$ cat src/rtl/flop_bank_mm.sv
// flop_bank_mm: multi-mode WIDTH-bit register (D/T/JK/shift/inc/clear) with change, shift-out and wrap pulses.
// Shift modes are built only when FLOP_BANK_SHIFT_EN is defined; otherwise modes 4 and 5 hold.
module flop_bank_mm #(
    parameter int               WIDTH   = 8,
    parameter logic [WIDTH-1:0] RST_VAL = {WIDTH{1'b0}}
) (
    input  logic             clk,
    input  logic             rst,
    input  logic             en,
    input  logic [2:0]       mode,
    input  logic [WIDTH-1:0] d,
    input  logic [WIDTH-1:0] k,
    input  logic             sin,
    output logic [WIDTH-1:0] q,
    output logic [WIDTH-1:0] q_b,
    output logic             chg,
    output logic             sout,
    output logic             wrap
);
    logic [WIDTH-1:0] nxt;
    logic             nxt_sout;
    logic             nxt_wrap;

    always_comb begin
        nxt      = q;
        nxt_sout = 1'b0;
        nxt_wrap = 1'b0;
        case (mode)
            3'd1: nxt = d;
            3'd2: nxt = q ^ d;
            3'd3: nxt = (d & ~q) | (~k & q);
`ifdef FLOP_BANK_SHIFT_EN
            3'd4: begin
                nxt      = {q[WIDTH-2:0], sin};
                nxt_sout = q[WIDTH-1];
            end
            3'd5: begin
                nxt      = {sin, q[WIDTH-1:1]};
                nxt_sout = q[0];
            end
`endif
            3'd6: begin
                nxt      = q + 1'b1;
                nxt_wrap = &q;
            end
            3'd7: nxt = '0;
            default: nxt = q;
        endcase
    end

    always_ff @(posedge clk or negedge rst) begin
        if (!rst) begin
            q    <= RST_VAL;
            chg  <= 1'b0;
            sout <= 1'b0;
            wrap <= 1'b0;
        end else if (en) begin
            q    <= nxt;
            chg  <= nxt != q;
            sout <= nxt_sout;
            wrap <= nxt_wrap;
        end else begin
            chg  <= 1'b0;
            sout <= 1'b0;
            wrap <= 1'b0;
        end
    end

    assign q_b = ~q;

`ifndef FLOP_BANK_SHIFT_EN
    logic unused_sin;
    assign unused_sin = sin;
`endif
endmodule

$ cat config.mk
export PLATFORM = sky130hd
export DESIGN_NAME = flop_bank_mm
export DESIGN_NICKNAME = d
export VERILOG_FILES = /design/src/rtl/flop_bank_mm.sv
export SDC_FILE = /design/constraint.sdc
export NUM_CORES = 1
export LEC_CHECK = 0
export ABC_AREA = 1
export CAP_MARGIN = 20
export CORE_MARGIN = 8
export CORE_UTILIZATION = 56
export CTS_BUF_LIST = sky130_fd_sc_hd__clkbuf_8
export CTS_CLUSTER_DIAMETER = 100
export DETAILED_ROUTE_END_ITERATION = 10
export DONT_BUFFER_PORTS = 1
export PLACE_DENSITY = 0.71
export SLEW_MARGIN = 20
export SYNTH_ARGS = -nofsm -noshare
export SYNTH_HDL_FRONTEND = slang
export SYNTH_SLANG_ARGS = --single-unit
export TNS_END_PERCENT = 30
$ cat constraint.sdc
create_clock -name clk -period 3.3 [get_ports clk]
set_input_delay 0.165 -clock clk [delete_from_list [all_inputs] [get_ports clk]]
set_output_delay 0.165 -clock clk [all_outputs]
set_load 0.03 [all_outputs]
==> out/metrics.csv, run 1 <==
stage,metric,value,unit
drt,Final ANT Viol Nets,0,
drt,Initial DRC Count,78,
floorplanning,IO Pins,42,
sta,"Min Clock Period, post-route",2.159,ns
logic_synthesis,cell taking the most area after synthesis,nand2_1,
final_layout,Final Util,62.31,%
place,RePlAce Congestion,0.8846,
place,dpl ws,1.156,ns
global_routing,vias in the first global route,1158,
global_routing,first-pass GRT wire length,5264,um
clock_tree,Worst-path clk slew,0.05,ns
sta,Worst-Margin Slew,0.5938,ns
drt,# DRC,0,
final_layout,post-route cell area,1235,um^2
power_and_ir_drop,Peak VDD IR,0.2815,mV
global_routing,gr ovfl total,0,
logic_synthesis,Netlist Area Pre-Place,1187,um^2
logic_synthesis,Synth area leaders,"nand2_1, dfrtp_1, nor2_1, nand3_1, o21ai_0",
drt,Vias/cell,5.603,
place,HPWL Detailed,2765,um
critical_path,CP Launch Type,flop,
place,placed cell count,234,
clock_tree,worst-case clock buffer depth,2,
sta,Setup TNS Final,0,ns
power_and_ir_drop,Power Density,448.5,nW/um^2
drt,total number of vias,1339,
floorplanning,Core Region,1982,um^2
sta,WHS,0.02016,ns
sta,period utilization,65.42,%
hold_path,Hold WC Path Type,in2reg,
logic_synthesis,Post-Synthesis Cells,215,
sta,final worst slack,1.141,ns
sta,Max Freq,463.2,MHz
clock_tree,clk sinks,10,
clock_tree,setup repair bufs after CTS,0,
sta,RSZ-0062 raised after global routing,false,
final_layout,Final Net Count,237,
floorplanning,Die Wd,62.05,um
clock_tree,H-tree levels,1,
final_layout,ANT cells,0,
critical_path,crit-path max FO,8,
sta,final setup vio count,0,
logic_synthesis,Synthesis Warnings,0,
sta,final max-slew violation count,0,
drt,DRT Pass-1 Iters,5,
floorplanning,Vert. Die Dim,62.05,um
place,placed cell areas,1170,um^2
logic_synthesis,syn avg cell area,5.523,um^2
final_layout,share of layout cells above drive strength 1,7.075,%
sta,Fin. Hold Viols,0,
global_routing,initial antenna violation count,0,
final_layout,post-route insts no fill,239,
logic_synthesis,Synth top area share,21.50,%
logic_synthesis,Synth cell types,26,
power_and_ir_drop,P_leak,0.6537,nW
clock_tree,clock latency at the later pin of the worst-skew pair,0.24,ns
critical_path,"Arr. time, crit path",2.28,ns
drt,WL final,3436,um
clock_tree,Root Buffer,clkbuf_8,
floorplanning,Initial Util,59.91,%
run,Max-Cap Viols,0,
critical_path,CP required,3.42,ns
status,status,completed,
global_routing,largest net degree at the start of global routing,18,
logic_synthesis,Yosys reg bits,10,
critical_path,Setup CP Type,reg2reg,
final_layout,Syn-to-layout area delta,4.004,%
place,Port-buffer cells,0,
critical_path,CP Capture Type,flop,
sta,Setup Skew,0.0007228,ns
floorplanning,Die Area,3850,um^2
clock_tree,CTS tree,yes,
drt,wire length per cell,14.38,um
logic_synthesis,sequential area share after synthesis,21.07,%
power_and_ir_drop,Final Power,0.5538,mW
sta,Rel. slew slack,60.41,%
logic_synthesis,post-synthesis net count,239,
global_routing,Overall Global Routing Usage,18.20,%
floorplanning,Core Rows,16,
clock_tree,Num CTS Buffers,3,
cell usage after synthesis:
cell,instances
buf_6,1
nor4_1,1
nand2_1,68
or2_2,1
o211ai_1,2
nand3_2,1
o21ai_4,1
inv_2,4
nand2_4,1
o21ai_0,21
buf_2,5
nand3_1,23
xor2_1,2
buf_4,2
nor3_1,1
inv_1,22
a31oi_1,1
dfrtp_1,10
nor2_2,3
conb_1,1
nand4_1,7
o21ai_1,2
a21oi_1,2
ha_1,1
clkinv_1,1
nor2_1,31
final timing paths:
check	startpoint	end	slack, ns	cells after the start
worst min register to register	q[6]	q[6]	0.79	2
max in group asynchronous	rst	q[2]	2.63	1
min in group asynchronous	rst	wrap	0.33	1
worst min-delay path	en	q[7]	0.02	1
worst max register to register	q[0]	chg	1.14	11
worst max-delay path	q[0]	chg	1.14	11
cell usage in the layout (no fill, tap or decap):
cell	count
clkinv_1	1
or2_2	1
o21ai_0	21
nand3_2	1
ha_1	1
a31oi_1	1
o21ai_4	1
a21oi_1	2
nor4_1	1
dfrtp_1	10
xor2_1	2
inv_2	4
nand3_1	23
clkbuf_8	4
nand2_1	68
nor2_1	31
o21ai_1	2
inv_1	22
dlygate4sd3_1	1
nand4_1	7
o211ai_1	2
conb_1	1
nand2_4	1
nor3_1	1
nor2_2	3
critical path, stage by stage, from the launching register on:
cell	delay, ns
dfrtp_1	0.65
inv_1	0.34
nor2_1	0.30
nand3_1	0.10
nand3_1	0.13
nand2_1	0.09
nand3_1	0.08
nand2_1	0.06
nor2_1	0.09
nand2_1	0.05
nor2_1	0.10
nor2_1	0.05
what timing repair did:
action / 4_1_cts / 5_1_grt
resized for setup: 0 / 0
hold buffers: 1 / 0
endpoints found under the hold margin: 10 / 0
flip-flops by register name, indices dropped and copies added (netlist names):
name,flops
chg,1
q,8
wrap,1
where the power goes:
| group | switching (mW) | internal (mW) |
|---|---|---|
| Clock | 0.0534 | 0.105 |
| Sequential | 0.0698 | 0.138 |
| Combinational | 0.133 | 0.0550 |
final cells by class:
cell class | count | area [um^2]
clock buffer | 4 | 55.05
fill | 219 | 747.0
inverter | 27 | 101.3
multi-input combinational | 170 | 784.5
sequential | 10 | 250.2
tap | 27 | 33.78
timing repair buffer | 1 | 10.01
metal layers:
metal	global-route usage (%)	routed length (um)	share of wire, %
met1	22.26	1336	39
met2	30.24	1700	49
met3	4.321	369	11
met4	6.169	29	0.84
met5	0	0	0
cells by family (layout without fill, tap and decap cells):
| group | Yosys count | in the layout | synth area share [%] |
|---|---|---|---|
| AND/OR/NAND/NOR | 137 | 137 | 49.53 |
| buffers and inverters | 35 | 32 | 12.85 |
| AO/OA/AOI/OAI | 29 | 29 | 13.70 |
| flip-flops | 10 | 10 | 21.07 |
| XOR/XNOR | 2 | 2 | 1.476 |
| adder cells (fa/ha/maj) | 1 | 1 | 1.054 |
| other | 1 | 1 | 0.3158 |
No activity file was read; power rests on OpenSTA's default activity.
==> inputs of run 2 (changes only) <==
--- a/config.mk
+++ b/config.mk
@@ -5,7 +5,7 @@
 export SDC_FILE = /design/constraint.sdc
 export NUM_CORES = 1
 export LEC_CHECK = 0
-export ABC_AREA = 1
+export ABC_AREA = 0
 export CAP_MARGIN = 20
 export CORE_MARGIN = 8
 export CORE_UTILIZATION = 56
==> constraint.sdc (replaced) <==
create_clock -name clk -period 2.2 [get_ports clk]
set_input_delay 0.11 -clock clk [delete_from_list [all_inputs] [get_ports clk]]
set_output_delay 0.11 -clock clk [all_outputs]
set_load 0.03 [all_outputs]
==> run 2 against run 1 <==
- area after synthesis shrank 4.6%
- fmax grew 10%
- count of clock-buffer cells in the layout shrank 1
- critical path depth shrank 4
- first-iteration DRC count shrank 18%
- critical path type unchanged
- non-clock buffer count grew 14
==> out/metrics.csv, run 2 <==
stage,metric,value,unit
status,status,completed,
critical_path,Worst path top cell family by delay,compound AO/OA/AOI/OAI gates,
critical_path,Critical Path Slowest Stage Cell,dfrtp_1,
floorplanning,Vert. Die Dim,60.97,um
floorplanning,IO Pins,42,
hold_path,Hold WC Path Type,in2reg,
logic_synthesis,Synth top cells by count,"a21oi_1, nand2_1, inv_1",
clock_tree,clock latency at the later pin of the worst-skew pair,0.24,ns
clock_tree,Worst-path clk slew,0.05,ns
logic_synthesis,cell with the most instances after synthesis,a21oi_1,
final_layout,most frequent cells in the layout,"a21oi_1, nand2_1, buf_4",
logic_synthesis,sequential area share after synthesis,22.10,%
critical_path,Max stage delay on crit path,0.42,ns
clock_tree,worst-case clock buffer depth,2,
final_layout,max reg flops,8,
drt,DRT Pass-1 Iters,4,
critical_path,"Arr. time, crit path",2.08,ns
clock_tree,Num CTS Buffers,3,
power_and_ir_drop,Peak VDD IR,0.5593,mV
logic_synthesis,Netlist Area Pre-Place,1132,um^2
clock_tree,Root Buffer,clkbuf_8,
drt,WL final,3665,um
run,Max-Cap Viols,0,
sta,Worst-Margin Slew,0.5135,ns
clock_tree,H-tree levels,1,
floorplanning,Core Rows,16,
logic_synthesis,Synth area leaders,"dfrtp_1, a21oi_1, nand2_1, o21ai_0, a31oi_1",
drt,Vias/cell,6.833,
drt,# DRC,0,
critical_path,CP required,2.32,ns
logic_synthesis,Post-synth EDFFs,0,
global_routing,initial antenna violation count,0,
critical_path,Setup CP Type,reg2reg,
sta,"Min Clock Period, post-route",1.961,ns
power_and_ir_drop,Power Density,785.5,nW/um^2
sta,Setup TNS Final,0,ns
logic_synthesis,Synth top area share,22.10,%
drt,Final ANT Viol Nets,0,
logic_synthesis,Async SR Flop Fraction,100.0,%
critical_path,crit-path max FO,5,
sta,Rel. slew slack,65.65,%
clock_tree,CTS tree,yes,
critical_path,CP Launch Type,flop,
logic_synthesis,Synth cell types,49,
final_layout,post-route insts no fill,192,
final_layout,share of layout cells above drive strength 1,13.94,%
sta,final setup vio count,0,
drt,Initial DRC Count,64,
final_layout,largest reg by FF count,q,
logic_synthesis,Synth Flop Type,dfrtp_1,
place,placed cell count,187,
final_layout,"most common cell after layout, fill and taps aside",a21oi_1,
final_layout,Top Registers,"q (8), chg (1), wrap (1)",
place,Port-buffer cells,0,
logic_synthesis,syn avg cell area,7.033,um^2
sta,WHS,0.01101,ns
drt,total number of vias,1312,
logic_synthesis,cell taking the most area after synthesis,dfrtp_1,
place,HPWL Detailed,2661,um
final_layout,Syn-to-layout area delta,10.39,%
sta,period utilization,89.15,%
global_routing,Overall Global Routing Usage,20.39,%
sta,final max-slew violation count,0,
sta,Fin. Hold Viols,0,
final_layout,Fill cells,191,
sta,RSZ-0062 raised after global routing,false,
critical_path,CP Capture Type,flop,
logic_synthesis,Yosys reg bits,10,
floorplanning,Initial Util,58.31,%
clock_tree,clk sinks,10,
place,RePlAce Congestion,0.9097,
power_and_ir_drop,Final Power,0.9819,mW
final_layout,ANT cells,0,
global_routing,first-pass GRT wire length,5802,um
floorplanning,Die Area,3717,um^2
floorplanning,Die Wd,60.97,um
clock_tree,setup repair bufs after CTS,0,
global_routing,gr ovfl total,0,
drt,wire length per cell,19.09,um
logic_synthesis,Synthesis Warnings,0,
critical_path,WP buf/inv,0,
floorplanning,Core Region,1942,um^2
logic_synthesis,post-synthesis net count,185,
global_routing,vias in the first global route,1198,
sta,Max Freq,509.9,MHz
clock_tree,PostCTS Resize Cnt,0,
final_layout,Final Net Count,191,
power_and_ir_drop,P_leak,0.5110,nW
global_routing,largest net degree at the start of global routing,26,
logic_synthesis,Post-Synthesis Cells,161,
critical_path,crit path cell chain,ha_1 > o21ai_0 > a21oi_1 > nor2_1 > a311o_1 > mux2i_1 > o41a_1,
sta,Setup Skew,0.0006823,ns
==> run 2: changes by cell type after synthesis, sizes merged, moves of 5 or more <==
cell	before	now
clkbuf	0	5
nor2	34	11
o22ai	0	6
a31oi	1	8
inv	26	13
o21ai	24	11
nand2	69	15
nand3	24	6
a21oi	2	16
==> run 2: what timing repair did <==
action                     CTS  global route
hold buffers                 2             0
hold endpoints to repair    14             0
setup endpoints to repair    0             0
==> run 2: kinds of logic (layout without fill, tap and decap cells) <==
group | count (synthesis) | count (layout) | synth area share, %
compound gates | 68 | 68 | 40.55
simple gates | 50 | 50 | 21.55
buf+inv | 27 | 31 | 10.94
flops | 10 | 10 | 22.10
xor+xnor | 2 | 2 | 1.547
mux | 2 | 2 | 1.878
fa+ha+maj | 1 | 1 | 1.105
other cells | 1 | 1 | 0.3312
==> run 2: power breakdown <==
part	internal, mW	leakage [nW]	switching (mW)
logic	0.182	0.366	0.327
registers	0.218	0.124	0.0593
clock network	0.120	0.0216	0.0754
==> run 2: path summary, 6_finish.rpt <==
path                       startpoint   end  slack, ns  depth (start not counted)
setup / recovery                 q[0]   chg       0.24                          7
hold reg to reg                  q[5]  q[5]       0.72                          2
setup reg to reg                 q[0]   chg       0.24                          7
max in group asynchronous         rst  q[5]       1.57                          1
hold / removal                     en  q[6]       0.01                          1
min in group asynchronous         rst  q[2]       0.28                          1
==> run 2: through the flow <==
stage	setup WS [ns]	area (um^2)	utilization, %
after CTS	0.2581	1250	64.37
final	0.2387	1250	64.37
after global placement	0.2960	1189	61.21
after global routing	0.1262	1250	64.37
after detailed placement	0.2843	1189	61.21
after floorplan	0.1230	1132	-
==> run 2: cell type report <==
type / count / area (um^2) / share of cell area, %
multi-input combinational: 124 / 758.2 / 60.66
tap: 27 / 33.78 / 2.703
timing repair buffer: 15 / 117.6 / 9.409
inverter: 13 / 48.80 / 3.904
clock buffer: 3 / 41.29 / 3.303
sequential: 10 / 250.2 / 20.02
==> run 2: routing by layer <==
metal	part of all wire, %	vias up	global-route usage (%)	wire length, um
li1	-	614	-	-
met1	40	612	25.54	1481
met2	48	76	33.33	1764
met3	9.6	10	4.025	352
met4	1.8	0	7.641	66
met5	0	-	0	0
==> inputs of run 3 (changes only) <==
--- a/config.mk
+++ b/config.mk
@@ -8,12 +8,10 @@
 export ABC_AREA = 0
 export CAP_MARGIN = 20
 export CORE_MARGIN = 8
-export CORE_UTILIZATION = 56
+export CORE_UTILIZATION = 35
 export CTS_BUF_LIST = sky130_fd_sc_hd__clkbuf_8
-export CTS_CLUSTER_DIAMETER = 100
 export DETAILED_ROUTE_END_ITERATION = 10
 export DONT_BUFFER_PORTS = 1
-export PLACE_DENSITY = 0.71
 export SLEW_MARGIN = 20
 export SYNTH_ARGS = -nofsm -noshare
 export SYNTH_HDL_FRONTEND = slang
==> run 3 against run 2 <==
- sequential power down 4%
- first-iteration DRC count grew 19%
- total power is 0.62% higher
- fmax fell by 6.3%
- non-clock buffer count rose by 1
- final cell count grew 9.4%
- die area up 43%
- via count is 2.5% higher
- sequential share of layout area is 0.45 points lower
- worst hold slack improved by 0.0011 ns
- flip-flop and latch count is the same
- clock power fell by 4%
==> out/metrics.csv, run 3 (same netlist as run 2, synthesis figures left out) <==
stage,metric,value,unit
critical_path,CP Launch Type,flop,
clock_tree,Num CTS Buffers,3,
floorplanning,Core Region,3078,um^2
sta,Rel. slew slack,66.23,%
floorplanning,Core Rows,20,
final_layout,Top Registers,"q (8), chg (1), wrap (1)",
final_layout,Multi-input gate area,758.2,um^2
drt,Final ANT Viol Nets,0,
final_layout,"most common cell after layout, fill and taps aside",a21oi_1,
final_layout,Final Net Count,192,
floorplanning,Die Area,5311,um^2
floorplanning,Die Wd,72.88,um
final_layout,Fill cells,321,
sta,WHS,0.01208,ns
place,RePlAce Congestion,0.9060,
critical_path,Crit. path cell count,7,
final_layout,largest reg by FF count,q,
critical_path,"Arr. time, crit path",2.20,ns
final_layout,sequential cell area,250.2,um^2
final_layout,share of layout cells above drive strength 1,14.46,%
global_routing,gr ovfl total,0,
sta,Setup TNS Final,0,ns
status,status,completed,
critical_path,Critical Path Slowest Stage Cell,dfrtp_1,
final_layout,most frequent cells in the layout,"a21oi_1, nand2_1, buf_4",
critical_path,WP buf/inv,0,
drt,Vias/cell,6.405,
drt,total number of vias,1345,
place,placed cell areas,1217,um^2
final_layout,ANT cells,0,
critical_path,CP required,2.31,ns
drt,WL final,3888,um
power_and_ir_drop,Peak VDD IR,0.3209,mV
critical_path,crit path cell chain,ha_1 > o21ai_0 > a21oi_1 > nor2_1 > a311o_1 > mux2i_1 > o41a_1,
place,dpl ws,0.1382,ns
sta,Worst-Margin Slew,0.5048,ns
sta,final max-slew violation count,0,
critical_path,CP Capture Type,flop,
final_layout,Syn-to-layout area delta,12.93,%
sta,final worst slack,0.1066,ns
clock_tree,clk sinks,10,
power_and_ir_drop,Final Power,0.9880,mW
hold_path,Hold WC Path Type,in2reg,
power_and_ir_drop,Power Density,772.6,nW/um^2
place,HPWL Detailed,2859,um
clock_tree,PostCTS Resize Cnt,0,
clock_tree,worst-case clock buffer depth,2,
clock_tree,Root Buffer,clkbuf_8,
floorplanning,Vert. Die Dim,72.88,um
global_routing,largest net degree at the start of global routing,26,
global_routing,Overall Global Routing Usage,14.50,%
sta,Max Freq,477.7,MHz
drt,wire length per cell,18.51,um
sta,final setup vio count,0,
clock_tree,Worst-path clk slew,0.05,ns
run,Max-Cap Viols,0,
power_and_ir_drop,P_leak,0.5161,nW
final_layout,post-route cell area,1279,um^2
critical_path,Max stage delay on crit path,0.51,ns
floorplanning,IO Pins,42,
critical_path,worst r2r path cells,7,
sta,period utilization,95.15,%
drt,Initial DRC Count,76,
drt,DRT Pass-1 Iters,4,
sta,"Min Clock Period, post-route",2.093,ns
sta,RSZ-0062 raised after global routing,false,
hold_path,hold path cells,1,
global_routing,initial antenna violation count,0,
global_routing,first-pass GRT wire length,6106,um
critical_path,Worst path top cell family by delay,compound AO/OA/AOI/OAI gates,
sta,Setup Skew,0.004558,ns
global_routing,vias in the first global route,1255,
critical_path,crit-path max FO,10,
final_layout,max reg flops,8,
critical_path,Setup CP Type,reg2reg,
drt,# DRC,0,
clock_tree,clock latency at the later pin of the worst-skew pair,0.24,ns
place,Port-buffer cells,0,
sta,Fin. Hold Viols,0,
clock_tree,CTS tree,yes,
clock_tree,H-tree levels,1,
floorplanning,Initial Util,36.79,%
==> run 3: cell types whose count changed in the layout (fill, tap and decap cells not counted), sizes merged <==
cell and change:
buf +1
==> run 3: where the power goes <==
group / switching [mW] / internal [mW] / leakage [nW]
clock network: 0.0688 / 0.120 / 0.0216
registers: 0.0491 / 0.219 / 0.124
logic: 0.346 / 0.186 / 0.371
total: 0.464 / 0.524 / 0.516
==> run 3: area by class of cell <==
type                       count  share of cell area [%]
clock buffer                   3                   3.229
timing repair buffer          16                   9.785
sequential                    10                   19.57
inverter                      13                   3.816
tap                           44                   4.305
multi-input combinational    124                   59.30
==> run 3: worst paths after layout <==
kind / from / endpoint / slack [ns]
min reg2reg: q[1] / q[1] / 0.73
max reg2reg: q[1] / chg / 0.11
min in group asynchronous: rst / q[1] / 0.28
max in group asynchronous: rst / q[7] / 1.58
min: en / chg / 0.01
max: q[1] / chg / 0.11
==> run 3: routing by layer <==
layer  track usage, %  part of all wire [%]  vias to the layer above  wire length (um)
met1            17.89                    42                      646              1652
met5                0                     0                        -                 0
met3            6.044                    11                        6               431
met4            2.889                  0.87                        0                34
met2            22.86                    46                       75              1770
li1                 -                     -                      618                 -
==> run 3: repair_timing <==
action / CTS / global route
hold endpoints to repair: 13 / 0
setup buffers: 0 / 0
hold buffers: 2 / 0
==> run 3: through the flow <==
step / utilization [%] / instances
final: 41.54 / 210
after global routing: 41.54 / 210
after CTS: 41.54 / 210
after detailed placement: 39.55 / 205
after global placement: 39.55 / 205
after floorplan: - / 161
